==> config.mk <==
export PLATFORM = sky130hd
export DESIGN_NAME = pulse_to_level_flat
export DESIGN_NICKNAME = d
export VERILOG_FILES = /design/src/rtl/pulse_to_level_if.sv /design/src/rtl/pulse_to_level.sv /design/src/flat_wrapper.sv
export SDC_FILE = /design/constraint.sdc
export NUM_CORES = 1
export LEC_CHECK = 0
export CAP_MARGIN = 20
export CORE_UTILIZATION = 30
export DETAILED_ROUTE_END_ITERATION = 8
export PLACE_DENSITY = 0.55
export SLEW_MARGIN = 20
export SYNTH_ARGS = -nofsm -noshare
export SYNTH_HDL_FRONTEND = slang
export SYNTH_SLANG_ARGS = --single-unit
==> constraint.sdc <==
create_clock -name clk -period 2.6 [get_ports clk]
set_input_delay 0.26 -clock clk [delete_from_list [all_inputs] [get_ports clk]]
set_output_delay 0.26 -clock clk [all_outputs]
set_load 0.02 [all_outputs]
==> src/rtl/pulse_to_level_if.sv <==
// Event-in / level-out bundle between a pulse source and pulse_to_level.
// Events are single-cycle strobes with no backpressure; status outputs are registered.
interface pulse_to_level_if;
  logic riseEvent;
  logic fallEvent;
  logic signalOut;
  logic busy;
  logic pending;
  logic dropped;

  modport master (
    output riseEvent, fallEvent,
    input  signalOut, busy, pending, dropped
  );

  modport slave (
    input  riseEvent, fallEvent,
    output signalOut, busy, pending, dropped
  );
endinterface

==> src/rtl/pulse_to_level.sv <==
// Rebuilds a level from rise/fall pulses with min high/low times; one opposite event is buffered per hold.
// Latency: accepted event updates signalOut on the sampling edge; no backpressure, excess events are dropped.
module pulse_to_level #(
  parameter int MIN_HIGH = 4,
  parameter int MIN_LOW  = 4,
  parameter int CNT_W    = 8
) (
  input  logic               clk,
  input  logic               rst,
  pulse_to_level_if.slave    bus
);

  typedef enum logic [1:0] {
    LOW_IDLE  = 2'd0,
    HIGH_HOLD = 2'd1,
    HIGH_IDLE = 2'd2,
    LOW_HOLD  = 2'd3
  } state_t;

  localparam logic [CNT_W-1:0] LOAD_HIGH = CNT_W'(MIN_HIGH - 1);
  localparam logic [CNT_W-1:0] LOAD_LOW  = CNT_W'(MIN_LOW - 1);

  state_t           r_state;
  logic [CNT_W-1:0] r_cnt;
  logic             r_out;
  logic             r_busy;
  logic             r_pend;
  logic             r_drop;

  state_t           w_state_nxt;
  logic [CNT_W-1:0] w_cnt_nxt;
  logic             w_out_nxt;
  logic             w_pend_nxt;
  logic             w_drop_nxt;
  logic             w_pend_v;
  logic             w_rise;
  logic             w_fall;
  logic             w_both;

  // A simultaneous rise+fall is contradictory, so neither is acted on.
  assign w_both = bus.riseEvent & bus.fallEvent;
  assign w_rise = bus.riseEvent & ~bus.fallEvent;
  assign w_fall = bus.fallEvent & ~bus.riseEvent;

  always_comb begin
    w_state_nxt = r_state;
    w_cnt_nxt   = r_cnt;
    w_out_nxt   = r_out;
    w_pend_nxt  = r_pend;
    w_drop_nxt  = w_both;
    w_pend_v    = r_pend;

    case (r_state)
      LOW_IDLE: begin
        if (w_rise) begin
          w_out_nxt   = 1'b1;
          w_cnt_nxt   = LOAD_HIGH;
          w_state_nxt = HIGH_HOLD;
        end
      end

      HIGH_IDLE: begin
        if (w_fall) begin
          w_out_nxt   = 1'b0;
          w_cnt_nxt   = LOAD_LOW;
          w_state_nxt = LOW_HOLD;
        end
      end

      HIGH_HOLD: begin
        if (w_fall) begin
          w_pend_v = 1'b1;
        end else if (w_rise && r_pend) begin
          // Latest request wins: a re-rise cancels the buffered fall.
          w_pend_v   = 1'b0;
          w_drop_nxt = 1'b1;
        end
        if (r_cnt == '0) begin
          w_pend_nxt = 1'b0;
          if (w_pend_v) begin
            w_out_nxt   = 1'b0;
            w_cnt_nxt   = LOAD_LOW;
            w_state_nxt = LOW_HOLD;
          end else begin
            w_state_nxt = HIGH_IDLE;
          end
        end else begin
          w_cnt_nxt  = r_cnt - 1'b1;
          w_pend_nxt = w_pend_v;
        end
      end

      LOW_HOLD: begin
        if (w_rise) begin
          w_pend_v = 1'b1;
        end else if (w_fall && r_pend) begin
          w_pend_v   = 1'b0;
          w_drop_nxt = 1'b1;
        end
        if (r_cnt == '0) begin
          w_pend_nxt = 1'b0;
          if (w_pend_v) begin
            w_out_nxt   = 1'b1;
            w_cnt_nxt   = LOAD_HIGH;
            w_state_nxt = HIGH_HOLD;
          end else begin
            w_state_nxt = LOW_IDLE;
          end
        end else begin
          w_cnt_nxt  = r_cnt - 1'b1;
          w_pend_nxt = w_pend_v;
        end
      end

      default: begin
        w_state_nxt = LOW_IDLE;
        w_out_nxt   = 1'b0;
        w_cnt_nxt   = '0;
        w_pend_nxt  = 1'b0;
      end
    endcase
  end

  always_ff @(posedge clk or posedge rst) begin
    if (rst) begin
      r_state <= LOW_IDLE;
      r_cnt   <= '0;
      r_out   <= 1'b0;
      r_busy  <= 1'b0;
      r_pend  <= 1'b0;
      r_drop  <= 1'b0;
    end else begin
      r_state <= w_state_nxt;
      r_cnt   <= w_cnt_nxt;
      r_out   <= w_out_nxt;
      r_busy  <= (w_state_nxt == HIGH_HOLD) || (w_state_nxt == LOW_HOLD);
      r_pend  <= w_pend_nxt;
      r_drop  <= w_drop_nxt;
    end
  end

  assign bus.signalOut = r_out;
  assign bus.busy      = r_busy;
  assign bus.pending   = r_pend;
  assign bus.dropped   = r_drop;

endmodule

==> src/flat_wrapper.sv <==
// flat-port wrapper written by rule: the top's interface ports become plain ports
module pulse_to_level_flat 
#(
  parameter int MIN_HIGH = 4,
  parameter int MIN_LOW  = 4,
  parameter int CNT_W    = 8
)
  (clk, rst, bus_riseEvent, bus_fallEvent, bus_signalOut, bus_busy, bus_pending, bus_dropped);
  pulse_to_level_if bus_i ();
  input  logic clk;
  input  logic rst;
  input wire logic [$bits(bus_i.riseEvent)-1:0] bus_riseEvent;
  input wire logic [$bits(bus_i.fallEvent)-1:0] bus_fallEvent;
  output wire logic [$bits(bus_i.signalOut)-1:0] bus_signalOut;
  output wire logic [$bits(bus_i.busy)-1:0] bus_busy;
  output wire logic [$bits(bus_i.pending)-1:0] bus_pending;
  output wire logic [$bits(bus_i.dropped)-1:0] bus_dropped;
  assign bus_i.riseEvent = bus_riseEvent;
  assign bus_i.fallEvent = bus_fallEvent;
  assign bus_signalOut = bus_i.signalOut;
  assign bus_busy = bus_i.busy;
  assign bus_pending = bus_i.pending;
  assign bus_dropped = bus_i.dropped;
  pulse_to_level #(.MIN_HIGH(MIN_HIGH), .MIN_LOW(MIN_LOW), .CNT_W(CNT_W)) u_core (.clk(clk), .rst(rst), .bus(bus_i));
endmodule
## After elaboration in Yosys (flattened, before gate mapping)

Cells that the tools add are included.

- Flip-flop bits (word level): 14
- Bits of input ports: 4
- Output and inout bits: 4
- Logic and storage cells: 68

- Add/subtract/negate cells: 1
- Eq/ne operators: 13
- Muxes and demuxes: 35
- Bitwise operators: 5
- Reduce and logical (&&, ||, !) cells: 8

Operator list:

| kind | count |
|---|---|
| 8-bit two-way mux | 6 |
| 8-bit one-hot mux with 4 select lines | 1 |
| 1-bit two-way mux | 20 |
| 8-bit zero test | 1 |
| 2-bit two-way mux | 4 |
| 2-bit by 1-bit != test with 1-bit output, second input constant | 4 |
| 2-bit one-hot mux with 4 select lines | 1 |
| 8-bit by 1-bit subtractor with 8-bit output, second input constant | 1 |
| 2-bit == test, second input constant | 3 |
| 3-bit != test, second input constant | 2 |
| 6-bit AND reduction | 1 |
| 2-bit by 1-bit == test with 1-bit output, second input constant | 2 |
| 2-bit != test, second input constant | 2 |
| 1-bit one-hot mux with 2 select lines | 2 |
| 1-bit one-hot mux with 4 select lines | 1 |
| 4-bit AND reduction | 1 |
| 1-bit AND | 3 |
| 1-bit logical AND | 2 |
| 2-bit zero test | 1 |
| 1-bit inverter | 2 |
| 2-bit nonzero test | 1 |
| 1-bit logical OR | 1 |

## Logic depth before layout (Yosys ltp)

- Depth in word-level cells: 11
- Depth in mapped cells: 7
- Gate-level depth less buffers: 7

## Worst setup path before layout

No wires, ideal clock.

- Path kind: flip-flop to flip-flop
- From: register u_core.r_state[0]
- To: register u_core.r_out, in the netlist u_core.bus.signalOut
- Setup time: 0.138 ns
- Arrival: 1.838 ns
- Required time: 2.462 ns
- Path slack: 0.623 ns
- Cell stages (with the launch flop): 8
- Path buffers: 0
- Period minus slack after synthesis: 1.977 ns
- Path through: dfrtp_1 > inv_1 > ha_1 > or2_2 > o21ai_0 > nand3_2 > o21ai_0 > o31ai_1

- Longest elaborated chain between the ends: 3
- Elaborated cells between the ends (all ways): 12
- Classes of those cells: 9 x eq/ne; 1 x mux; 2 x reduce/logical

Ends and longest elaborated chain:

| element | line | source |
|---|---|---|
| start, declared | pulse_to_level.sv:23 | `state_t r_state;` |
| start signal, assigned | pulse_to_level.sv:133 | `r_state <= w_state_nxt;` |
| 2-bit == test (tied with other cells) | pulse_to_level.sv:53 | `case (r_state)` |
| 2-bit by 1-bit != test with 1-bit output (no line) or 2-bit != test (tied branches) | -- |  |
| 6-bit AND reduction (no line) | -- |  |
| end signal, assigned | pulse_to_level.sv:135 | `r_out <= w_out_nxt;` |
| end, declared | pulse_to_level.sv:25 | `logic r_out;` |

Several ways; a longest one is shown, not always the timed one.
A chain may end at the register's enable or synchronous reset.

## Worst setup path after layout

Same ends and word-level chain as after synthesis.

==> metrics.md <==
| Metric | Value |
|---|---|
| Critical path data arrival time | `2.21 ns` |
| Initial Util | `32.55%` |
| Warnings from Yosys | `0` |
| CTS root buf | `clkbuf_4` |
| Rel. slew slack | `59.12%` |
| Final min period | `2.049 ns` |
| Number of global-route vias before repair | `729` |
| Peak VDD IR | `0.0003647 V` |
| #FFs+latches synth | `13` |
| Util after Layout | `37.59%` |
| Layout Nets | `128` |
| Grt ovf | `0` |
| Die Span Y | `57.41 µm` |
| PortBufs | `7` |
| Most frequent cells in the layout | `13 x nor2_1, 13 x dfrtp_1, 9 x inv_1` |
| Mapped Area | `920.9 µm²` |
| LEAKAGE | `0.4533 nW` |
| Pin count of the biggest net entering global routing | `14` |
| Failing checks | `design-rule violations` |
| Vias per cell | `5.432` |
| Number of synthesized flops with an enable pin | `0` |
| Layout cells sized above 1 | `11.97%` |
| CTS buffer count | `3` |
| N_diodes | `0` |
| GP Congestion | `0.8077` |
| RSZ-0062 raised after global routing | `false` |
| Total GRT Usage | `13.17%` |
| Drt drc | `1` |
| Final Hold Vio Count | `0` |
| Ports | `8` |
| CTS HTree Levels | `1` |
| DR WL/cell | `13.12 µm` |
| Antenna violations before repair | `0` |
| Die Area | `0.003295 mm²` |
| Syn Inst Count | `105` |
| Endpoints failing setup | `0` |
| Initial DRT Pass Iterations | `8` |
| Clock-pin transition on the worst setup and hold timing paths | `0.08 ns` |
| Status | `finished, violations left` |
| DR iter-0 viols | `21` |
| Crit Path Max Fanout | `10` |
| Row count | `19` |
| DP HPWL | `1449 µm` |
| Area growth from synthesis to layout | `15.49%` |
| Clock skew | `0.004709 ns` |
| Post-synthesis sequential area ratio | `35.33%` |
| Global-route wire length before repair | `3312 µm` |
| # clock sinks | `13` |
| Post-CTS sizing | `0` |
| Setup TNS | `0 ns` |
| Yosys top cell by area | `dfrtp_1` |
| Critical Path Start Type | `flop` |
| Post-synth top flop | `dfrtp_1` |
| Synth cell types | `38` |
| CTS tree | `done` |
| Fin. max-slew vios | `0` |
| Insertion delay to the later sink of the worst-skew pair | `0.28 ns` |
| Syn nets | `115` |
| Fmax | `488.0 MHz` |
| Area contributors post-synth | `dfrtp_1 35%, ha_1 8.2%, nor2_1 5.3%, a21oi_1 4.3%, inv_1 3.7%` |
| Via count | `804` |
| Core Region | `0.002829 mm²` |
| Power per Cell Area | `1076 mW/mm²` |
| Setup Crit Path Kind | `reg2reg` |
| Slew of the pin with the lowest slew margin | `0.6086 ns` |
| Final wirelength | `1942 µm` |
| Fin crit share | `78.81%` |
| Share of the synthesized area in the top cell type | `35.33%` |
| CTS Hold Bufs | `0` |
| Syn_area_per_cell | `8.770 µm²` |
| WP data required | `2.76 ns` |
| Filler cells | `287` |
| HP Class | `in2async` |
| Max-cap violations | `0` |
| Antenna-violating nets left | `0` |
| Setup bufs post-CTS | `0` |
| Clock Tree Buf Depth | `2` |
| Chip width | `57.41 µm` |
| Post-synth ARST share | `100.0%` |
| Overall power | `1.145 mW` |
| Kind of end point of the critical path | `flop` |
==> critical path, cell delays in order, from the launching register on <==
cell     delay (ns)
dfrtp_1        0.43
inv_1          0.12
ha_1           0.28
or2_2          0.30
o21ai_0        0.24
nand3_2        0.24
o21ai_0        0.23
o31ai_1        0.09
==> registers in the layout, summed over array words and instances (netlist names) <==
signal / cells
u_core.r_state: 2
u_core.r_cnt: 8
u_core.bus.dropped: 1
u_core.bus.signalOut: 1
u_core.bus.pending: 1
==> per-layer routing <==
metal | track usage [%] | routed length, µm
met1 | 17.86 | 965
met2 | 19.93 | 877
met3 | 2.721 | 83
met4 | 6.272 | 15
met5 | 0 | 0
==> stage by stage <==
step	cells	setup slack, ns	area, µm²	hold WS, ns
3_5_place_dp	144	0.5068	1037	0.5049
6_report	148	0.5509	1064	0.3068
2_1_floorplan	105	0.6233	920.9	0.1370
4_1_cts	148	0.5498	1064	0.3309
5_1_grt	148	0.3495	1064	0.3668
3_3_place_gp	144	0.5543	1037	0.4983
==> area by class of cell <==
type                    instances  area, µm²  area share, %
multi-input cells              83      561.8          52.82
flip-flops and latches         13      325.3          30.59
repair buffers                  8      77.57          7.294
well taps                      31      38.79          3.647
inverters                       9      33.78          3.176
clock buffers                   4      26.28          2.471
==> report_power, final <==
| part | leakage, nW | internal, mW | switching [mW] |
|---|---|---|---|
| clock network | 0.0150 | 0.0595 | 0.0676 |
| registers | 0.164 | 0.254 | 0.0394 |
| logic | 0.274 | 0.296 | 0.429 |
==> path summary, 6_finish.rpt <==
check	cells after the start	from	endpoint	slack [ns]
worst max register to register	7	u_core.r_state[0]$_DFF_PP0_	u_core.bus.signalOut$_DFFE_PP0P_	0.55
worst min register to register	1	u_core.r_cnt[7]$_DFFE_PP0P_	u_core.r_cnt[7]$_DFFE_PP0P_	0.51
worst max-delay path	7	u_core.r_state[0]$_DFF_PP0_	u_core.bus.signalOut$_DFFE_PP0P_	0.55
min in group clk	1	u_core.r_cnt[7]$_DFFE_PP0P_	u_core.r_cnt[7]$_DFFE_PP0P_	0.51
worst min-delay path	2	rst	u_core.bus.dropped$_DFF_PP0_	0.31
max in group asynchronous	2	rst	u_core.r_cnt[5]$_DFFE_PP0P_	1.95
==> cells by family (layout without fill, tap and decap cells) <==
logic type               Yosys count  in the layout  share of synthesized area, %
flip-flops                        13             13                         35.33
AND/OR/NAND/NOR                   41             41                         26.63
AO/OA/AOI/OAI                     34             34                         24.05
multiplexers                       2              2                         2.174
adder cells (fa/ha/maj)            6              6                         8.152
buffers and inverters              9             21                         3.668
==> cells in the mapped netlist, drive strengths merged, types with 2 or more instances <==
cell type and number:
dfrtp 13, nor2 13, inv 9, o21ai 9
a21oi 8, ha 6, nand3 5, nand2 4
nand2b 4, nor3 4, a31oi 3, a22oi 2
and2b 2, and3 2, mux2i 2, nor4 2
o2111ai 2, o311ai 2, or2 2
(Power assumes the default switching activity.)
